File: src/rtl/bram_word_loader_pkg.sv
// Shared definitions for the block-RAM lookup tables and their run-time loader.
package bram_word_loader_pkg;

    // Default table geometry, shared with the read-side ROMs.
    localparam int DEF_DEPTH  = 32;
    localparam int DEF_ADDR_W = 5;
    localparam int DEF_DATA_W = 5;

    // Loader FSM encoding; the numeric values are visible to debug tooling.
    typedef enum logic [2:0] {
        S_IDLE  = 3'd0,
        S_LOAD  = 3'd1,
        S_CHECK = 3'd2,
        S_DONE  = 3'd3,
        S_ERROR = 3'd4
    } state_t;

endpackage

File: src/rtl/bram_word_loader_if.sv
// Byte-stream input, RAM write port and status of the word loader.
interface bram_word_loader_if
    import bram_word_loader_pkg::*;
#(
    parameter int ADDR_W = DEF_ADDR_W,
    parameter int DATA_W = DEF_DATA_W
);
    logic              start;
    logic              in_valid;
    logic [7:0]        in_data;
    logic              in_ready;
    logic [ADDR_W-1:0] waddr;
    logic [DATA_W-1:0] wdata;
    logic              we;
    logic              busy;
    logic              done;
    logic              error;

    // Loader side.
    modport slave (
        input  start, in_valid, in_data,
        output in_ready, waddr, wdata, we, busy, done, error
    );

    // Byte source / controller side.
    modport master (
        output start, in_valid, in_data,
        input  in_ready, waddr, wdata, we, busy, done, error
    );
endinterface

File: src/rtl/bram_word_loader.sv
// Unpacks a byte stream into DATA_W-bit words, writes them to a DEPTH-entry
// RAM and validates the image against a trailing XOR checksum byte.
module bram_word_loader
    import bram_word_loader_pkg::*;
#(
    parameter int DEPTH  = DEF_DEPTH,
    parameter int ADDR_W = DEF_ADDR_W,
    parameter int DATA_W = DEF_DATA_W
) (
    input  logic              clk,
    input  logic              reset,
    bram_word_loader_if.slave bus
);

    // count is one bit wider than the address so DEPTH == 2**ADDR_W is reachable.
    localparam logic [ADDR_W:0] LP_LAST = (ADDR_W+1)'(DEPTH);

    state_t            r_state, w_state_nxt;
    logic [ADDR_W:0]   r_count, w_count_nxt, w_count_inc;
    logic [7:0]        r_csum,  w_csum_nxt;
    logic              r_we,    w_we_nxt;
    logic [ADDR_W-1:0] r_waddr;
    logic [DATA_W-1:0] r_wdata;
    logic              w_in_ready;
    logic              w_accept;
    logic              w_byte_ok;

    // Ready depends on state only, so the source may look at it before driving valid.
    assign w_in_ready  = (r_state == S_LOAD) || (r_state == S_CHECK);
    assign w_accept    = bus.in_valid & w_in_ready;
    // Bits above the word width must be zero for a data byte to be legal.
    assign w_byte_ok   = (bus.in_data >> DATA_W) == 8'd0;
    assign w_count_inc = r_count + (ADDR_W+1)'(1);

    // Next-state and datapath update for the load sequence.
    always_comb begin
        w_state_nxt = r_state;
        w_count_nxt = r_count;
        w_csum_nxt  = r_csum;
        w_we_nxt    = 1'b0;
        case (r_state)
            S_IDLE, S_DONE, S_ERROR: begin
                if (bus.start) begin
                    w_state_nxt = S_LOAD;
                    w_count_nxt = '0;
                    w_csum_nxt  = '0;
                end
            end
            S_LOAD: begin
                if (w_accept) begin
                    if (!w_byte_ok) begin
                        w_state_nxt = S_ERROR;
                    end else begin
                        w_we_nxt    = 1'b1;
                        w_csum_nxt  = r_csum ^ bus.in_data;
                        w_count_nxt = w_count_inc;
                        if (w_count_inc == LP_LAST)
                            w_state_nxt = S_CHECK;
                    end
                end
            end
            S_CHECK: begin
                // The checksum byte is compared only, never written.
                if (w_accept)
                    w_state_nxt = (bus.in_data == r_csum) ? S_DONE : S_ERROR;
            end
            default: w_state_nxt = S_IDLE;
        endcase
    end

    // State, counters and the registered RAM write port; waddr/wdata hold between writes.
    always_ff @(posedge clk or posedge reset) begin
        if (reset) begin
            r_state <= S_IDLE;
            r_count <= '0;
            r_csum  <= '0;
            r_we    <= 1'b0;
            r_waddr <= '0;
            r_wdata <= '0;
        end else begin
            r_state <= w_state_nxt;
            r_count <= w_count_nxt;
            r_csum  <= w_csum_nxt;
            r_we    <= w_we_nxt;
            if (w_we_nxt) begin
                r_waddr <= r_count[ADDR_W-1:0];
                r_wdata <= bus.in_data[DATA_W-1:0];
            end
        end
    end

    assign bus.in_ready = w_in_ready;
    assign bus.busy     = w_in_ready;
    assign bus.done     = (r_state == S_DONE);
    assign bus.error    = (r_state == S_ERROR);
    assign bus.we       = r_we;
    assign bus.waddr    = r_waddr;
    assign bus.wdata    = r_wdata;

endmodule
File: src/flat_wrapper.sv
// flat-port wrapper written by rule: the top's interface ports become plain ports
module bram_word_loader_flat import bram_word_loader_pkg::*;
#(
    parameter int DEPTH  = DEF_DEPTH,
    parameter int ADDR_W = DEF_ADDR_W,
    parameter int DATA_W = DEF_DATA_W
)
  (clk, reset, bus_start, bus_in_valid, bus_in_data, bus_in_ready, bus_waddr, bus_wdata, bus_we, bus_busy, bus_done, bus_error);
  bram_word_loader_if #(.ADDR_W(ADDR_W), .DATA_W(DATA_W)) bus_i ();
  input  logic clk;
  input  logic reset;
  input wire logic [$bits(bus_i.start)-1:0] bus_start;
  input wire logic [$bits(bus_i.in_valid)-1:0] bus_in_valid;
  input wire logic [$bits(bus_i.in_data)-1:0] bus_in_data;
  output wire logic [$bits(bus_i.in_ready)-1:0] bus_in_ready;
  output wire logic [$bits(bus_i.waddr)-1:0] bus_waddr;
  output wire logic [$bits(bus_i.wdata)-1:0] bus_wdata;
  output wire logic [$bits(bus_i.we)-1:0] bus_we;
  output wire logic [$bits(bus_i.busy)-1:0] bus_busy;
  output wire logic [$bits(bus_i.done)-1:0] bus_done;
  output wire logic [$bits(bus_i.error)-1:0] bus_error;
  assign bus_i.start = bus_start;
  assign bus_i.in_valid = bus_in_valid;
  assign bus_i.in_data = bus_in_data;
  assign bus_in_ready = bus_i.in_ready;
  assign bus_waddr = bus_i.waddr;
  assign bus_wdata = bus_i.wdata;
  assign bus_we = bus_i.we;
  assign bus_busy = bus_i.busy;
  assign bus_done = bus_i.done;
  assign bus_error = bus_i.error;
  bram_word_loader #(.DEPTH(DEPTH), .ADDR_W(ADDR_W), .DATA_W(DATA_W)) u_core (.clk(clk), .reset(reset), .bus(bus_i));
endmodule
File: config.mk
export PLATFORM = sky130hd
export DESIGN_NAME = bram_word_loader_flat
export DESIGN_NICKNAME = d
export VERILOG_FILES = /design/src/rtl/bram_word_loader_pkg.sv /design/src/rtl/bram_word_loader_if.sv /design/src/rtl/bram_word_loader.sv /design/src/flat_wrapper.sv
export SDC_FILE = /design/constraint.sdc
export NUM_CORES = 1
export LEC_CHECK = 0
export BUFFER_PORTS_ARGS = -buffer_cell sky130_fd_sc_hd__buf_2
export CAP_MARGIN = 25
export CELL_PAD_IN_SITES_DETAIL_PLACEMENT = 0
export CELL_PAD_IN_SITES_GLOBAL_PLACEMENT = 2
export CORE_ASPECT_RATIO = 1.75
export CORE_MARGIN = 2
export CORE_UTILIZATION = 37
export CTS_BUF_LIST = sky130_fd_sc_hd__clkbuf_16
export CTS_CLUSTER_DIAMETER = 120
export CTS_CLUSTER_SIZE = 16
export DETAILED_ROUTE_END_ITERATION = 8
export GPL_TIMING_DRIVEN = 0
export PLACE_DENSITY_LB_ADDON = 0.1
export SETUP_SLACK_MARGIN = 0.15
export SLEW_MARGIN = 20
export SYNTH_ARGS = -nofsm -noshare
export SYNTH_HDL_FRONTEND = slang
export SYNTH_SLANG_ARGS = --single-unit
File: constraint.sdc
create_clock -name clk -period 3.65 [get_ports clk]
set_input_delay 1.095 -clock clk [delete_from_list [all_inputs] [get_ports clk]]
set_output_delay 1.095 -clock clk [all_outputs]
set_load 0.02 [all_outputs]
# Word level (Yosys, flattened, before mapping)
# Index checks and enable logic that the tools add are counted.
# W data, S select, Z words.
[word_totals]
output_inout_bits = 15
in_bits = 12
reg_bits = 28
[classes]
muxes = 18
bitwise = 2
n_addsub = 1
n_reduce_logical = 7
n_eq_ne = 11
[op_table]
columns = ["op", "count"]
rows = [
  ["$mux W8", 3],
  ["$mux W3", 6],
  ["$mux W6", 3],
  ["$pmux W8 S2", 1],
  ["$pmux W6 S2", 1],
  ["$pmux W3 S3", 1],
  ["$eq A8 B8 Y1", 1],
  ["$logic_not A8 Y1", 1],
  ["$reduce_and A4 Y1", 2],
  ["$xor A8 B8 Y8", 1],
  ["$add A6 B1 Y6 const B", 1],
  ["$eq A3 B2 Y1 const B", 2],
  ["$eq A6 B6 Y1 const B", 1],
  ["$ne A2 B1 Y1 const B", 3],
  ["$eq A3 B1 Y1 const B", 1],
  ["$eq A3 B3 Y1 const B", 1],
  ["$logic_not A3 Y1", 1],
  ["$mux W1", 3],
  ["$ne A3 B3 Y1 const B", 1],
  ["$reduce_or A3 Y1", 1],
  ["$ne A2 B2 Y1 const B", 1],
  ["$reduce_bool A2 Y1", 1],
  ["$and A1 B1 Y1", 1],
  ["$logic_or A1 B1 Y1", 1],
]

# Depth between registers and ports, before layout
[logic_depth]
ltp_word = 6
mapped_depth = 7

# Worst setup path before layout
# Ideal clock, no wire load.
[synth_path]
path_type = "register to output"
start = "register u_core.r_state[1]"
end = "output bus_in_ready"
n_path_buf = 2
required_ns = 2.555
stages_incl_launch_ff = 5
path_slack_ns = 1.401
t_arrival_ns = 1.154
path_cell_list = "dfrtp_1 > buf_4 > xnor2_1 > nor2_1 > buf_4"
[synth_between]
elab_chain_cells = 2
[synth_lines]
columns = ["item", "line", "source"]
rows = [
  ["start, declared", "bram_word_loader.sv:18", "state_t r_state, w_state_nxt;"],
  ["start signal, assigned", "bram_word_loader.sv:81", "r_state <= w_state_nxt;"],
  ["$eq A3 B1 Y1 or $eq A3 B2 Y1 (tied branches)", "bram_word_loader.sv:29", "assign w_in_ready = (r_state == S_LOAD) || (r_state == S_CHECK);"],
  ["$logic_or A1 B1 Y1 (*)", "bram_word_loader.sv:29", ""],
  ["end, declared", "flat_wrapper.sv:15", "output wire logic [$bits(bus_i.in_ready)-1:0] bus_in_ready;"],
]
# Every way passes the cells marked *; elsewhere a longest branch is shown, timed or not.

# Worst setup path in the final report
[layout_path]
start = "register u_core.r_state[0]"
end = "output bus_error"
[layout_between]
elab_chain_cells = 1
[layout_lines]
columns = ["item", "line", "source"]
rows = [
  ["$eq A3 B3 Y1", "bram_word_loader.sv:95", "assign bus.error = (r_state == S_ERROR);"],
  ["end, declared", "flat_wrapper.sv:21", "output wire logic [$bits(bus_i.error)-1:0] bus_error;"],
]
# No other way between the ends.

==> out/results.env <==
PATH_MAX_FANOUT=8
SETUP-TNS-FINAL_NS=0
WL_MICRONS=3192
TIMING_WORST_SLEW_PIN_VALUE_NS=0.6084
MAXCAPVIOLCOUNT=0
FINALSETUPVIOLCOUNT=0
WORST-ENDPOINT-REQUIRED_NS=2.55
SHARE_OF_ASYNC_SETTABLE_OR_ASYNC_RESETTABLE_FLOPS_AFTER_SYNTHESIS=1.000
SYNTH.AVG_CELL_AREA_SQ_UM=10.22
FLOW.AREA_GROWTH_FROM_SYNTHESIS_PCT=18.92
YS_WARN_COUNT=0
CORE_AREA_SQ_UM=3866
CP_DATA_ARRIVAL_TIME_NS=1.30
R2R_CELLS=6
GRT_UTIL_ALL_LAYERS=0.1638
FP.DIEH_MICRONS=87.71
DESIGN_POWER_TOTAL_uW=958.3
DPL.HPWL_MICRONS=2404
SYNTH_FP_NETS=158
YS_SEQ_ELEMENTS=28
SYN_AREA_SQ_UM=1481
NUMCTSBUFFERS=3
MAX-VDD-IR-DROP_V=0.0003245
MET3_LENGTH_MICRONS=68
LEAKAGE_uW=0.0008857
CTS_ROOT_BUF='clkbuf_16'
GLOBAL_ROUTE_WIRE_LENGTH_BEFORE_REPAIR_MICRONS=5637
SEQ_AREA_FRAC_SYNTH=0.4730
PRE_CTS_SLACK_NS=1.107
DRT-INITIAL-DRC-COUNT=17
NUMBER_OF_ANTENNA_DIODES=0
FINCLKSKEW_NS=0.003649
CLOCK_TREE.BUFFER_DEPTH=2
FLOORPLAN.DIE_AREA_SQ_UM=4546
OUTCOME='complete, no violations'
NUMBER_OF_ANTENNA_VIOLATIONS_AT_THE_FIRST_CHECK_IN_GLOBAL_ROUTING=0
MAX_CLOCK_FREQ_GHz=0.4168
PERIOD_SHARE=0.6574
CTS_REPAIR_RESIZE_COUNT=0
GLOBALROUTEOVERFLOWTOTAL=0
SYNTH_TOP_AREA_CELL='dfrtp_1'
PLACED_CELLS=220
CRITPATHKIND='reg2out'
SLEW_VIOLATIONS=0
SYN-INSTANCE-COUNT=145
GRT_PASS1_VIAS=1197
TIMING.MAX_SLEW.REL_SLACK=0.5916
IOPINCOUNT=27
DRC=0
SYNTH.TOP_CELL.AREA_SHARE=0.4730
DRIVE_GT1_FRAC=0.2629
NETLIST_TOP_CELLS_AREA='dfrtp_1, nand2_1, mux2i_1'
VIAS=1126
CLK-INSERTION-DELAY-LATE_NS=0.26
DR.PASS1.ITERS=4
WORST_HOLD_PATH.NUM_CELLS=2
HOLD_CLASS='reg2reg'
TIMING.FINAL.WS_SETUP_NS=1.251
CRIT_PATH_END_KIND='output port'
START_UTIL=0.3832
ROUTE.DETAILED.VIAS_PER_INST=5.049
DIE-WIDTH_MICRONS=51.83
TOP_FF_CELL_SYNTH='dfrtp_1'
PIN_COUNT_OF_THE_BIGGEST_NET_ENTERING_GLOBAL_ROUTING=20
GLOBALPLACE.CONGESTION=0.7273
ROUTE.MET2.WL_MICRONS=1724
TRITONCTS_CLOCK_TREE='done'
SYNTH_ENABLE_FLOP_CELLS=0
POWER_PER_CELL_AREA_nW_PER_UM2=544.0
FINALHOLDVIOLCOUNT=0
NUMPORTBUFFERS=26
FINAL.MIN_CLOCK_PERIOD_NS=2.399
AVGROUTEDWIREPERCELL_MICRONS=14.31
DRT.ANTENNA.VIOLATING_NETS=0
RSZ0062_AT_GRT='false'
POST_CTS_HOLD_BUFFER_COUNT=0
NETLIST-CELL-TYPE-COUNT=39
WORST_SETUP_HOLD_PATH_CLK_SLEW_NS=0.06
DRT-MET1-WL_MICRONS=1349
H_TREE_LEVEL_COUNT=1
NUM_ROWS=30
CRITPATHLAUNCHTYPE='register'
HIGHEST-SIGNAL-LAYER='met4'
FINAL_CELL_COUNT_NO_FILL=223
CTS.REPAIR_TIMING.SETUP_BUFFER_COUNT=0
NET_COUNT_OF_THE_FINISHED_LAYOUT=190
FILLER_CELL_COUNT=399
NUMBER_OF_CLOCK_SINKS=28
[through the flow]
step	util	instance area (sq um)	hold slack [ns]
final	0.4557	1762	0.4675
after global routing	0.4557	1762	0.5094
after CTS	0.4557	1762	0.4738
after detailed placement	0.4362	1687	0.4575
after global placement	0.4324	1672	0.4547
after floorplan	-	1481	0.4707
[synthesized netlist by cell type, types with 2 or more instances]
master   instances
o21ai_1          5
and3b_1          2
nor2_1           4
buf_4            4
mux2_2           5
nand2_1         33
dfrtp_1         28
nor3_1           2
xnor2_1          9
and2_1           4
mux2i_1          9
inv_1            3
nand4_1          2
nor2b_1          3
nand3_1          8
[registers in the layout (all words and copies together) (netlist names)]
signal and flops:
u_core.bus.waddr 5, u_core.bus.wdata 5, u_core.bus.we 1, u_core.r_count 6, u_core.r_csum 8, u_core.r_state 3
[report_power, final]
group	total, uW	switching [uW]	internal (uW)
clock network	243	97.9	145
logic	312	183	129
registers	403	41.6	361
[final timing paths]
path	from	endpoint	slack, ns
worst max-delay path	u_core.r_state[0]	bus_error	1.25
worst min-delay path	u_core.bus.waddr[4]	u_core.bus.waddr[4]	0.47
worst max register to register	u_core.r_state[1]	u_core.r_count[5]	1.83
worst min register to register	u_core.bus.waddr[4]	u_core.bus.waddr[4]	0.47
max in group asynchronous	reset	u_core.r_state[2]	2.35
min in group asynchronous	reset	u_core.bus.we	0.82
[cells in the final DEF, fill, tap and decap left out, types with 3 or more instances in the layout]
cell,instances
nand2_1,33
clkbuf_16,3
nand3_1,8
xnor2_1,9
nor2_1,4
buf_2,27
buf_4,4
inv_1,3
mux2i_1,9
and2_1,4
mux2_2,5
dfrtp_1,28
o21ai_1,5
nor2b_1,3
[area by class of cell]
| class | count | area, sq um | area share |
|---|---|---|---|
| Buffer | 6 | 46.29 | 0.02628 |
| Sequential cell | 28 | 700.7 | 0.3977 |
| Timing Repair Buffer | 27 | 145.1 | 0.08239 |
| Inverter | 4 | 16.27 | 0.009233 |
| Tap cell | 48 | 60.06 | 0.03409 |
| Multi-Input combinational cell | 107 | 718.2 | 0.4077 |
| Clock buffer | 3 | 75.07 | 0.04261 |
[cell families (layout without fill, tap and decap cells)]
family,count (synthesis),count (layout),synth area share
AND/OR/NAND/NOR,66,66,0.2314
flip-flops,28,28,0.4730
AO/OA/AOI/OAI,15,15,0.07940
multiplexers,15,15,0.1064
XOR/XNOR,10,10,0.05913
buffers and inverters,10,40,0.04222
adder cells (fa/ha/maj),1,1,0.008445
[routing by layer]
layer / GRT usage / up-vias
li1: - / 563
met1: 0.1950 / 542
met2: 0.2980 / 16
met3: 0.01536 / 5
met4: 0.05742 / 0
met5: 0 / -
[worst max-delay path: stages (launching register included)]
cell     delay, ns
dfrtp_1       0.37
buf_4         0.16
nor2_1        0.22
and2_1        0.15
buf_2         0.15
(Power assumes the default switching activity.)
